### src/rtl/register_file_if.sv
// Register-file access bus: write port plus two read ports, bundled for the
// master (requester) and slave (register file) sides.
interface register_file_if #(
   parameter int DATA_WIDTH = 8,
   parameter int REG_WIDTH  = 4
);

   logic                  _regWrite;
   logic [REG_WIDTH-1:0]  _regSrcA;
   logic [REG_WIDTH-1:0]  _regSrcB;
   logic [REG_WIDTH-1:0]  _regDest;
   logic [DATA_WIDTH-1:0] _writeVal;
   logic [DATA_WIDTH-1:0] valueA;
   logic [DATA_WIDTH-1:0] valueB;

   modport master (
      output _regWrite,
      output _regSrcA,
      output _regSrcB,
      output _regDest,
      output _writeVal,
      input  valueA,
      input  valueB
   );

   modport slave (
      input  _regWrite,
      input  _regSrcA,
      input  _regSrcB,
      input  _regDest,
      input  _writeVal,
      output valueA,
      output valueB
   );

endinterface

### src/rtl/register_file.sv
// 2**REG_WIDTH x DATA_WIDTH register file, one write port, two combinational read ports.
// Define REGFILE_BYPASS_EN to forward same-cycle write data onto matching read ports.
module register_file #(
   parameter int DATA_WIDTH = 8,
   parameter int REG_WIDTH  = 4
) (
   input  logic             _CLK,
   input  logic             _RST_N,
   register_file_if.slave   bus
);

   localparam int NumRegs = 2 ** REG_WIDTH;

   logic [DATA_WIDTH-1:0] r_regs [NumRegs];
   logic [DATA_WIDTH-1:0] w_storedA;
   logic [DATA_WIDTH-1:0] w_storedB;

   // Reset outranks a concurrent write, so a write in the reset cycle is dropped.
   always_ff @(posedge _CLK) begin
      if (!_RST_N) begin
         for (int i = 0; i < NumRegs; i++) begin
            r_regs[i] <= '0;
         end
      end else if (bus._regWrite) begin
         r_regs[bus._regDest] <= bus._writeVal;
      end
   end

   assign w_storedA = r_regs[bus._regSrcA];
   assign w_storedB = r_regs[bus._regSrcB];

`ifdef REGFILE_BYPASS_EN
   logic w_writeLive;
   logic w_bypassA;
   logic w_bypassB;

   // A write that will actually land this edge is visible on the read ports now.
   assign w_writeLive = bus._regWrite & _RST_N;
   assign w_bypassA   = w_writeLive & (bus._regSrcA == bus._regDest);
   assign w_bypassB   = w_writeLive & (bus._regSrcB == bus._regDest);

   assign bus.valueA = w_bypassA ? bus._writeVal : w_storedA;
   assign bus.valueB = w_bypassB ? bus._writeVal : w_storedB;
`else
   assign bus.valueA = w_storedA;
   assign bus.valueB = w_storedB;
`endif

endmodule

### src/flat_wrapper.sv
// flat-port wrapper written by rule: the top's interface ports become plain ports
module register_file_flat 
#(
   parameter int DATA_WIDTH = 8,
   parameter int REG_WIDTH  = 4
)
  (_CLK, _RST_N, bus__regWrite, bus__regSrcA, bus__regSrcB, bus__regDest, bus__writeVal, bus_valueA, bus_valueB);
  register_file_if #(.DATA_WIDTH(DATA_WIDTH), .REG_WIDTH(REG_WIDTH)) bus_i ();
  input  logic _CLK;
  input  logic _RST_N;
  input wire logic [$bits(bus_i._regWrite)-1:0] bus__regWrite;
  input wire logic [$bits(bus_i._regSrcA)-1:0] bus__regSrcA;
  input wire logic [$bits(bus_i._regSrcB)-1:0] bus__regSrcB;
  input wire logic [$bits(bus_i._regDest)-1:0] bus__regDest;
  input wire logic [$bits(bus_i._writeVal)-1:0] bus__writeVal;
  output wire logic [$bits(bus_i.valueA)-1:0] bus_valueA;
  output wire logic [$bits(bus_i.valueB)-1:0] bus_valueB;
  assign bus_i._regWrite = bus__regWrite;
  assign bus_i._regSrcA = bus__regSrcA;
  assign bus_i._regSrcB = bus__regSrcB;
  assign bus_i._regDest = bus__regDest;
  assign bus_i._writeVal = bus__writeVal;
  assign bus_valueA = bus_i.valueA;
  assign bus_valueB = bus_i.valueB;
  register_file #(.DATA_WIDTH(DATA_WIDTH), .REG_WIDTH(REG_WIDTH)) u_core (._CLK(_CLK), ._RST_N(_RST_N), .bus(bus_i));
endmodule
### config.mk
export PLATFORM = sky130hd
export DESIGN_NAME = register_file_flat
export DESIGN_NICKNAME = d
export VERILOG_FILES = /design/src/rtl/register_file_if.sv /design/src/rtl/register_file.sv /design/src/flat_wrapper.sv
export SDC_FILE = /design/constraint.sdc
export NUM_CORES = 1
export LEC_CHECK = 0
export CAP_MARGIN = 15
export CORE_MARGIN = 5
export CORE_UTILIZATION = 54
export DETAILED_ROUTE_END_ITERATION = 7
export GPL_TIMING_DRIVEN = 0
export PLACE_DENSITY_LB_ADDON = 0.05
export SLEW_MARGIN = 20
export SYNTH_ARGS = -nofsm -noshare
export SYNTH_HDL_FRONTEND = slang
export SYNTH_SLANG_ARGS = --single-unit
### constraint.sdc
create_clock -name _CLK -period 2.3 [get_ports _CLK]
set_input_delay 0.69 -clock _CLK [delete_from_list [all_inputs] [get_ports _CLK]]
set_output_delay 0.69 -clock _CLK [all_outputs]
set_load 0.1 [all_outputs]
==> impl_results.md <==
* Setup WS pre-CTS at -2.14 ns
* H-tree Lvls at 4
* Max reg flops at 128
* HP Class: input port to register
* DRT antenna net count at 0
* DP Area at 7790 sq um
* Worst EP arrival at 2.07 ns
* Max-cap violations at 0
* Total wire length at 19300 um
* Max Freq at 362 MHz
* Synthesized area at 6940 sq um
* Period utilisation layout at 1.20
* Fin. max-slew vios at 0
* # diodes at 0
* Failing checks: setup timing
* Worst hold path stage count at 3
* Drt drc at 0
* Syn Nets at 468
* Nets at 539
* Core area at 12600 sq um
* Cell leakage power at 3.19 nW
* Top cell type's share of synthesized area at 0.554
* DPL Wire Length at 13400 um
* Synth Register Bits at 128
* Initial antenna violation count at 0
* Avg WL per Cell at 27.5 um
* Ys Warns at 0
* Port Buffer Count at 36
* Pin count of the biggest net entering global routing at 17
* # IOs at 39
* Kind of critical path: input port to output port
* Commonest non-fill, non-tap cells in the layout: and2_1 (128), edfxtp_1 (128), mux4_2 (61)
* Share of layout cells above drive strength 1 at 0.440
* Slew of the pin with the lowest slew margin at 0.655 ns
* Mapped Avg Cell Area at 15.6 sq um
* Clock sinks at 128
* First-pass GRT wire length at 28200 um
* Maximum VDD drop at 0.572 mV
* Setup ws final at -0.463 ns
* Hold_sp: _RST_N
* Power per Cell Area at 779 nW/um^2
* CTS tree: yes
* Pre-Repair DR Iteration Count at 6
* Initial Utilization at 0.550
* Clk Tree Root Cell: clkbuf_16
* Initial drt markers at 449
* FILL cells at 805
* Cts hold-fix bufs at 0
* Chip height at 123 um
* Area leader, netlist: edfxtp_1
* WP data required at 1.61 ns
* Hold EP: u_core.r_regs[15][7]
* Gate Count Post-Synth at 445
* Area of the multi-input gates at 3340 sq um
* Fin crit period at 2.76 ns
* Worst-path fanout max at 7
* Gr ovfl total at 0
* Row cnt at 41
* Status: complete, but fails checks
* Unrepaired setup endpoints after global routing: yes
* Final setup viols at 20
* RePlAce Congestion at 0.837
* Final Hold Viols at 0
* Fin area at 9160 sq um
* Via count at 4404
* Critical Path Start Type: input port
* Seq/Total Area, Yosys at 0.554
* Tot GR Track Use at 0.271
* Slew headroom at 0.563
* Max Root-Sink Buffers at 2
* Library cells used by synthesis at 23
* Largest Register: u_core.r_regs
* Clk pin slew, worst setup/hold paths at 0.06 ns
* Routed vias/inst at 6.28
* Vias in the first global route at 4450
* Synth top area cells: edfxtp_1 (55%), and2_1 (12%), mux4_2 (11%), mux4_1 (11%), a22oi_1 (3.5%)
* Crit end category: output port
* Top Registers: u_core.r_regs x128
* TritonCTS buffer count at 17
* Die Span X at 123 um
* Register area at 3840 sq um
* Overall die area at 15200 sq um
* Synthesis-to-layout area growth at 31.9%
[report_power, final]
group / switching, mW / internal [mW] / total [mW]
clock network: 0.991 / 2.03 / 3.02
registers: 0.0685 / 2.70 / 2.77
logic: 0.785 / 0.555 / 1.34
[cell usage after synthesis]
| library cell | count |
|---|---|
| and2_1 | 130 |
| edfxtp_1 | 128 |
| mux4_2 | 34 |
| a22oi_1 | 32 |
| mux4_1 | 29 |
| nand2_1 | 17 |
| nor2_1 | 14 |
| clkbuf_1 | 12 |
| o21ai_0 | 12 |
| buf_6 | 6 |
| nand2b_1 | 6 |
| buf_1 | 3 |
| buf_2 | 3 |
| buf_4 | 3 |
| clkdlybuf4s25_2 | 3 |
| nor2b_1 | 3 |
| nor3_1 | 3 |
| nand4b_1 | 2 |
| and2b_1 | 1 |
| mux4_4 | 1 |
| nand4_1 | 1 |
| nand4bb_1 | 1 |
| nor3_2 | 1 |
[stage by stage]
step	setup TNS [ns]	total power, mW	utilization	std cells	hold slack (ns)
global route	-10.35	7.31	0.726	701	1.02
floorplan	-3.94	3.61	-	445	0.888
detailed placement	-129.50	3.95	0.617	654	1.53
CTS	-9.12	7.10	0.713	697	0.989
finish	-6.87	7.14	0.726	701	1.01
global placement	-158.27	3.93	0.616	653	1.52
[worst max path at each step]
stage / start / end / slack [ns]
after CTS: bus__regSrcA[0] / bus_valueA[7] / -0.49
after global placement: bus__regSrcA[1] / bus_valueA[1] / -2.14
final: bus__regSrcB[0] / bus_valueB[7] / -0.46
after detailed placement: bus__regSrcA[1] / bus_valueA[7] / -2.14
after global routing: bus__regSrcB[0] / bus_valueB[7] / -0.49
after floorplan: bus__regSrcA[0] / bus_valueA[6] / -0.26
[cell type report]
class,instances,share of cell area
clock buffers,18,0.0469
flip-flops and latches,128,0.420
plain buffers,26,0.0354
clock inverters,14,0.0260
repair buffers,56,0.0843
multi-input cells,287,0.364
well taps,172,0.0235
[metal layers]
layer | vias up | track usage | part of all wire
met3 | 44 | 0.0737 | 0.093
met4 | 0 | 0.111 | 0.032
met1 | 2244 | 0.362 | 0.38
li1 | 1889 | - | -
met5 | - | 0 | 0
met2 | 227 | 0.423 | 0.49
[critical path, stage by stage]
cell and delay (ns):
buf_16 0.12, buf_12 0.14, mux4_2 0.54, a22oi_2 0.31
nand2_4 0.07, buf_8 0.18
[timing repair]
| item | CTS | global route |
|---|---|---|
| buffers inserted | 13 | 2 |
| setup endpoints to repair | 128 | 201 |
| cloned | 2 | 2 |
| pin swaps | 19 | 17 |
| gates resized for setup | 230 | 22 |
[kinds of logic after synthesis]
| kind of cell | synth area share |
|---|---|
| compound gates | 0.0433 |
| buf+inv | 0.0276 |
| flops | 0.554 |
| mux | 0.224 |
| simple gates | 0.152 |
Power figures use the tool's default switching activity.
==> variant 1: new RTL, same flow settings <==
Build with the macro `REGFILE_BYPASS_EN` defined.
--- a/src/rtl/register_file.sv
+++ b/src/rtl/register_file.sv
@@ -1,5 +1,7 @@
 // 2**REG_WIDTH x DATA_WIDTH register file, one write port, two combinational read ports.
 // Define REGFILE_BYPASS_EN to forward same-cycle write data onto matching read ports.
+`define REGFILE_BYPASS_EN
+
 module register_file #(
    parameter int DATA_WIDTH = 8,
    parameter int REG_WIDTH  = 4
Behaviour: not the same (Yosys sat finds a counterexample within 4 cycles, from zero or initial values).
==> variant 1 against the original RTL <==
  * The flow still finishes with violations (setup timing)
  * Design area is 1.2% higher
  * Total power fell by 4.9%
  * Clock power shrank 18%
  * Routed wire length up 7.2%
  * Critical path depth up 1
  * Area after synthesis grew 6.8%
  * Setup slack worse by 0.25 ns
  * Synthesized cell count grew 6.5%
  * Sequential cell count did not move
==> variant 1: results (changes against the original RTL) <==
qor: placed_design.place_area 7970 um2 [+2.3%]
qor: timing.max-slew-margin-rel 47.3% [-9.1 points]
qor: routing.drt-wirelength-per-cell 28.3 um [+3.2%]
qor: global_route.grt_start_max_net_pins 17 [unchanged]
qor: global_route.grtUsageMet1 35.9% [-0.26 points]
qor: global_route.met2_usage 40.0% [-2.3 points]
qor: routing.wl_met3 2360 um [+32%]
qor: routing.firstDrtPassIters 5 [-1]
qor: timing.post-route-worst-setup-slack -0.712 ns [-0.249 ns]
qor: clock_tree.cts.repair_timing.setup_buffer_count 9 [-4]
qor: placed_design.globalplace.congestion 0.880 [+5.1%]
qor: routing.detailroute.via_count 4579 [+4.0%]
qor: finish.final_nets 563 [+4.5%]
qor: yosys.synthesis.nets 497 [+6.2%]
qor: yosys.compound_gate_fraction_of_synth_area 1.08% [-3.2 points]
qor: pwr.p_int 4.93 mW [-6.8%]
qor: critical_path.cp_max_fo 5 [-2]
qor: yosys.synthXorXnorAreaFrac 0.709% [+0.71 points]
qor: routing.drt-met1-wl 8120 um [+10%]
qor: yosys.adder_and_majority_cell_fraction_of_the_synthesized_area 0% [unchanged]
qor: yosys.post_synth_most_frequent_cells 128 x sky130_fd_sc_hd__and2_1, 128 x sky130_fd_sc_hd__edfxtp_1, 48 x sky130_fd_sc_hd__mux2i_1, 39 x sky130_fd_sc_hd__mux4_1, 25 x sky130_fd_sc_hd__mux4_2
qor: pwr.switching_share 27.4% [+1.5 points]
qor: routing.met2_routed_wl 9580 um [+1.2%]
qor: placed_design.placement.io_buffers 27 [-25%]
qor: yosys.synth-seq-area-share 51.9% [-3.5 points]
qor: global_route.grt_pass1_wl 30000 um [+6.4%]
qor: critical_path.crit_path_max_incr_delay 0.58 ns [+0.04 ns]
qor: pwr.worst_ir_drop_vdd 0.444 mV [-22%]
qor: placed_design.dp.cells 678 [+3.7%]
qor: yosys.postSynthAreaPerCell 15.6 um2 [+0.24%]
qor: pwr.total_leakage_power 3.41 nW [+6.9%]
qor: pwr.combinationalPowerShare 22.7% [+3.9 points]
qor: global_route.grt_antenna_before_repair 1 [+1]
qor: placed_design.place_hpwl 14000 um [+4.6%]
qor: yosys.synthDistinctLibCells 24 [+4.3%]
qor: routing.drt_first_iter_violations 497 [+11%]
qor: global_route.via_count_of_the_first_global_routing_pass 4625 [+3.9%]
qor: critical_path.worst_endpoint_data_arrival_time 2.32 ns [+0.25 ns]
qor: global_route.grt.met3_usage 9.47% [+2.1 points]
qor: outcome.violations setup timing
qor: routing.detail_route.vias_per_cell 6.29 [+0.12%]
qor: outcome.outcome finished, violations left
qor: clock_tree.resized_gates_after_cts 203 [-12%]
qor: global_route.grt.total_usage 26.6% [-0.46 points]
qor: timing.report.final.setup_viol 16 [-20%]
qor: pwr.clock_power 2.48 mW [-18%]
qor: yosys.synthTopCellsByArea sky130_fd_sc_hd__edfxtp_1 52%, sky130_fd_sc_hd__mux4_1 14%, sky130_fd_sc_hd__and2_1 11%
qor: yosys.synth.area.mux_share 30.3% [+8.0 points]
variant 1: final cells by class:
class,instances,area [um2]
Inverter,3,11.3
Fill cell,913,4080
Tap cell,176,220
Buffer,36,403
Sequential cell,128,3840
Clock inverter,11,97.6
Multi-Input combinational cell,307,3510
Timing Repair Buffer,47,748
Clock buffer,20,437
variant 1: final timing paths:
kind,end,slack [ns],cells after the start,from
worst max-delay path,bus_valueB[5],-0.71,7,bus__regSrcB[0]
worst min-delay path,u_core.r_regs[9][7],0.81,2,_RST_N
variant 1: per-stage QoR:
step                      hold slack, ns  util [%]  setup slack [ns]  setup TNS [ns]
after detailed placement            1.27      59.7             -1.97         -177.12
after global placement              1.27      59.6             -1.94         -181.68
final                              0.811      69.5            -0.712          -10.73
after floorplan                    0.888         -            -0.438           -6.75
after CTS                          0.819      68.3            -0.726          -10.87
after global routing               0.811      69.5            -0.758          -11.24
==> variant 2: new RTL, same flow settings <==
Without the edit above. `DATA_WIDTH` is set to 8 in 3 places; all go to 7.
--- a/src/rtl/register_file_if.sv
+++ b/src/rtl/register_file_if.sv
@@ -1,7 +1,7 @@
 // Register-file access bus: write port plus two read ports, bundled for the
 // master (requester) and slave (register file) sides.
 interface register_file_if #(
-   parameter int DATA_WIDTH = 8,
+   parameter int DATA_WIDTH = 7,
    parameter int REG_WIDTH  = 4
 );
 
--- a/src/rtl/register_file.sv
+++ b/src/rtl/register_file.sv
@@ -1,7 +1,7 @@
 // 2**REG_WIDTH x DATA_WIDTH register file, one write port, two combinational read ports.
 // Define REGFILE_BYPASS_EN to forward same-cycle write data onto matching read ports.
 module register_file #(
-   parameter int DATA_WIDTH = 8,
+   parameter int DATA_WIDTH = 7,
    parameter int REG_WIDTH  = 4
 ) (
    input  logic             _CLK,
--- a/src/flat_wrapper.sv
+++ b/src/flat_wrapper.sv
@@ -1,7 +1,7 @@
 // flat-port wrapper written by rule: the top's interface ports become plain ports
 module register_file_flat 
 #(
-   parameter int DATA_WIDTH = 8,
+   parameter int DATA_WIDTH = 7,
    parameter int REG_WIDTH  = 4
 )
   (_CLK, _RST_N, bus__regWrite, bus__regSrcA, bus__regSrcB, bus__regDest, bus__writeVal, bus_valueA, bus_valueB);
Interface: changed (resized bus__writeVal, bus_valueA and bus_valueB); port bits go from 39 to 36. The function was not compared with the original's and may differ.
==> variant 2 against the original RTL <==
  * The run still ends with setup timing left
  * Die area fell by 11%
  * Design area is 13% lower
  * Total power decreased by 27%
  * Area after synthesis shrank 12%
  * Critical path depth is the same
  * Sequential cell count shrank 16
  * Setup slack worse by 0.0035 ns
  * Routed wire length fell by 12%
  * Global-route usage down 0.45 points
  * Count of clock-buffer cells in the layout fell by 8
  * Critical path type unchanged
  * Highest routed layer unchanged
==> variant 2: results (changes against the original RTL) <==
qor: outcome.outcome finished, violations left
qor: outcome.violations setup timing
qor: timing.final_max_slew_viol_count 0 [unchanged]
qor: routing.detailroute.via_count 3859 [-12%]
qor: timing.post-route-worst-setup-slack -0.467 ns [-0.00351 ns]
qor: routing.firstDrtPassIters 4 [-2]
qor: yosys.post_synth_most_frequent_cells 114 x sky130_fd_sc_hd__and2_1, 112 x sky130_fd_sc_hd__edfxtp_1, 28 x sky130_fd_sc_hd__a22oi_1, 28 x sky130_fd_sc_hd__mux4_1, 28 x sky130_fd_sc_hd__mux4_2
qor: placed_design.placement.io_buffers 31 [-14%]
qor: pwr.total_leakage_power 2.80 nW [-12%]
qor: global_route.grt_antenna_before_repair 0 [unchanged]
qor: yosys.synth_edf_count 112 [-13%]
qor: global_route.grt.met3_usage 5.18% [-2.2 points]
qor: clock_tree.cts_max_level 3 [-1]
qor: timing.tightest_slew 0.676 ns [+0.0214 ns]
qor: global_route.grt.total_usage 26.6% [-0.45 points]
qor: clock_tree.cell_at_the_root_of_the_clock_tree sky130_fd_sc_hd__clkbuf_16
qor: yosys.yosysWarningCount 0 [unchanged]
qor: hold_path.hold_class in2reg
qor: clock_tree.path_clk_slew 0.07 ns
qor: critical_path.cp_max_fo 6 [-1]
qor: critical_path.worst_path_max_delay_cell sky130_fd_sc_hd__mux4_2
qor: yosys.synth_async_sr_flop_share 0% [unchanged]
qor: global_route.grt_start_max_net_pins 17 [unchanged]
qor: finish.diodes 0 [unchanged]
qor: yosys.synthesis.nets 416 [-11%]
qor: yosys.synthDistinctLibCells 20 [-13%]
qor: pwr.worst_ir_drop_vdd 0.404 mV [-29%]
qor: yosys.synth-seq-area-share 55.0% [-0.32 points]
qor: finish.largestRegisters u_core.r_regs x112
qor: global_route.grtUsageMet1 38.2% [+2.0 points]
qor: placed_design.place_area 6840 um2 [-12%]
qor: timing.report.final.setup_viol 14 [-30%]
qor: global_route.met2_usage 42.4% [+0.11 points]
qor: placed_design.globalplace.congestion 0.850 [+1.5%]
qor: hold_path.hold_path_depth 3 [unchanged]
qor: critical_path.largest_delay_share_family_worst_path multiplexers
qor: routing.drt_first_iter_violations 332 [-26%]
qor: clock_tree.cts-buffers-inserted 9 [-8]
qor: critical_path.worst_endpoint_data_arrival_time 2.08 ns
qor: critical_path.crit_path_max_incr_delay 0.54 ns [about the same]
qor: finish.num-fill-cells 695 [-14%]
qor: routing.drt-wirelength-per-cell 28.0 um [+2.1%]
qor: clock_tree.clockBufferDepth 2 [unchanged]
qor: global_route.via_count_of_the_first_global_routing_pass 4023 [-9.6%]
qor: placed_design.place_hpwl 11200 um [-16%]
qor: yosys.synthTopCellsByArea sky130_fd_sc_hd__edfxtp_1 55%, sky130_fd_sc_hd__mux4_1 12%, sky130_fd_sc_hd__and2_1 12%
qor: finish.final_nets 485 [-10%]
qor: finish.final_layout_size_suffix_gt1_share 41.6% [-2.4 points]
qor: global_route.grt_pass1_wl 25100 um [-11%]
[variant 2: changes by cell type in the layout (fill, tap and decap cells not counted), moves of 4 or more]
cell	before	now
sky130_fd_sc_hd__mux4_2	61	42
sky130_fd_sc_hd__and2_1	128	112
sky130_fd_sc_hd__edfxtp_1	128	112
sky130_fd_sc_hd__mux4_1	2	14
sky130_fd_sc_hd__buf_4	12	23
sky130_fd_sc_hd__clkbuf_16	20	11
sky130_fd_sc_hd__buf_12	23	18
sky130_fd_sc_hd__buf_8	7	2
sky130_fd_sc_hd__a22oi_2	32	28
sky130_fd_sc_hd__bufinv_16	6	2
sky130_fd_sc_hd__clkdlybuf4s50_1	11	7
sky130_fd_sc_hd__dlymetal6s2s_1	2	6
[variant 2: repair_timing]
item | in CTS | in global routing
pin swaps | 27 | 17
setup buffers | 20 | 4
gates resized for setup | 207 | 36
endpoints found under the setup margin | 140 | 159
cloned | 4 | 2
[variant 2: routing by layer]
layer | vias to the layer above | part of all wire (%)
li1 | 1685 | -
met1 | 2004 | 43
met2 | 155 | 49
met3 | 15 | 7.0
met4 | 0 | 1.2
met5 | - | 0
[variant 2: where the power goes]
part	internal, mW	total (mW)	switching (mW)
Clock	0.940	1.63	0.688
Sequential	2.36	2.42	0.0616
Combinational	0.497	1.19	0.690
Total	3.80	5.24	1.44
[variant 2: logic make-up after synthesis]
logic type	share of synthesized area, %
AO/OA/AOI/OAI	4.42
flip-flops	55.0
AND/OR/NAND/NOR	15.5
multiplexers	22.4
buffers and inverters	2.70
[variant 2: stage by stage]
| step | cells | TNS [ns] | power [mW] | setup slack (ns) |
|---|---|---|---|---|
| CTS | 601 | -9.96 | 5.19 | -0.465 |
| floorplan | 394 | -3.76 | 3.14 | -0.274 |
| global route | 606 | -5.89 | 5.38 | -0.487 |
| global placement | 565 | -117.33 | 3.40 | -1.76 |
| finish | 606 | -5.62 | 5.24 | -0.467 |
| detailed placement | 565 | -120.94 | 3.43 | -1.73 |
[variant 2: worst paths after layout]
kind,start,to,slack (ns)
min,bus__regDest[3],u_core.r_regs[9][1],1.01
max,bus__regSrcB[0],bus_valueB[2],-0.47
[variant 2: layout make-up]
| class | instances | area, um2 | share of cell area (%) |
|---|---|---|---|
| repair buffers | 60 | 788 | 9.94 |
| well taps | 140 | 175 | 2.21 |
| clock buffers | 10 | 229 | 2.89 |
| flip-flops and latches | 112 | 3360 | 42.4 |
| multi-input cells | 257 | 3050 | 38.4 |
| plain buffers | 23 | 256 | 3.23 |
| clock inverters | 4 | 71.3 | 0.899 |
[variant 2: worst min-delay path: stages]
cell	delay, ns
sky130_fd_sc_hd__dlymetal6s2s_1	0.15
sky130_fd_sc_hd__nand4b_1	0.19
sky130_fd_sc_hd__o21ai_4	0.14
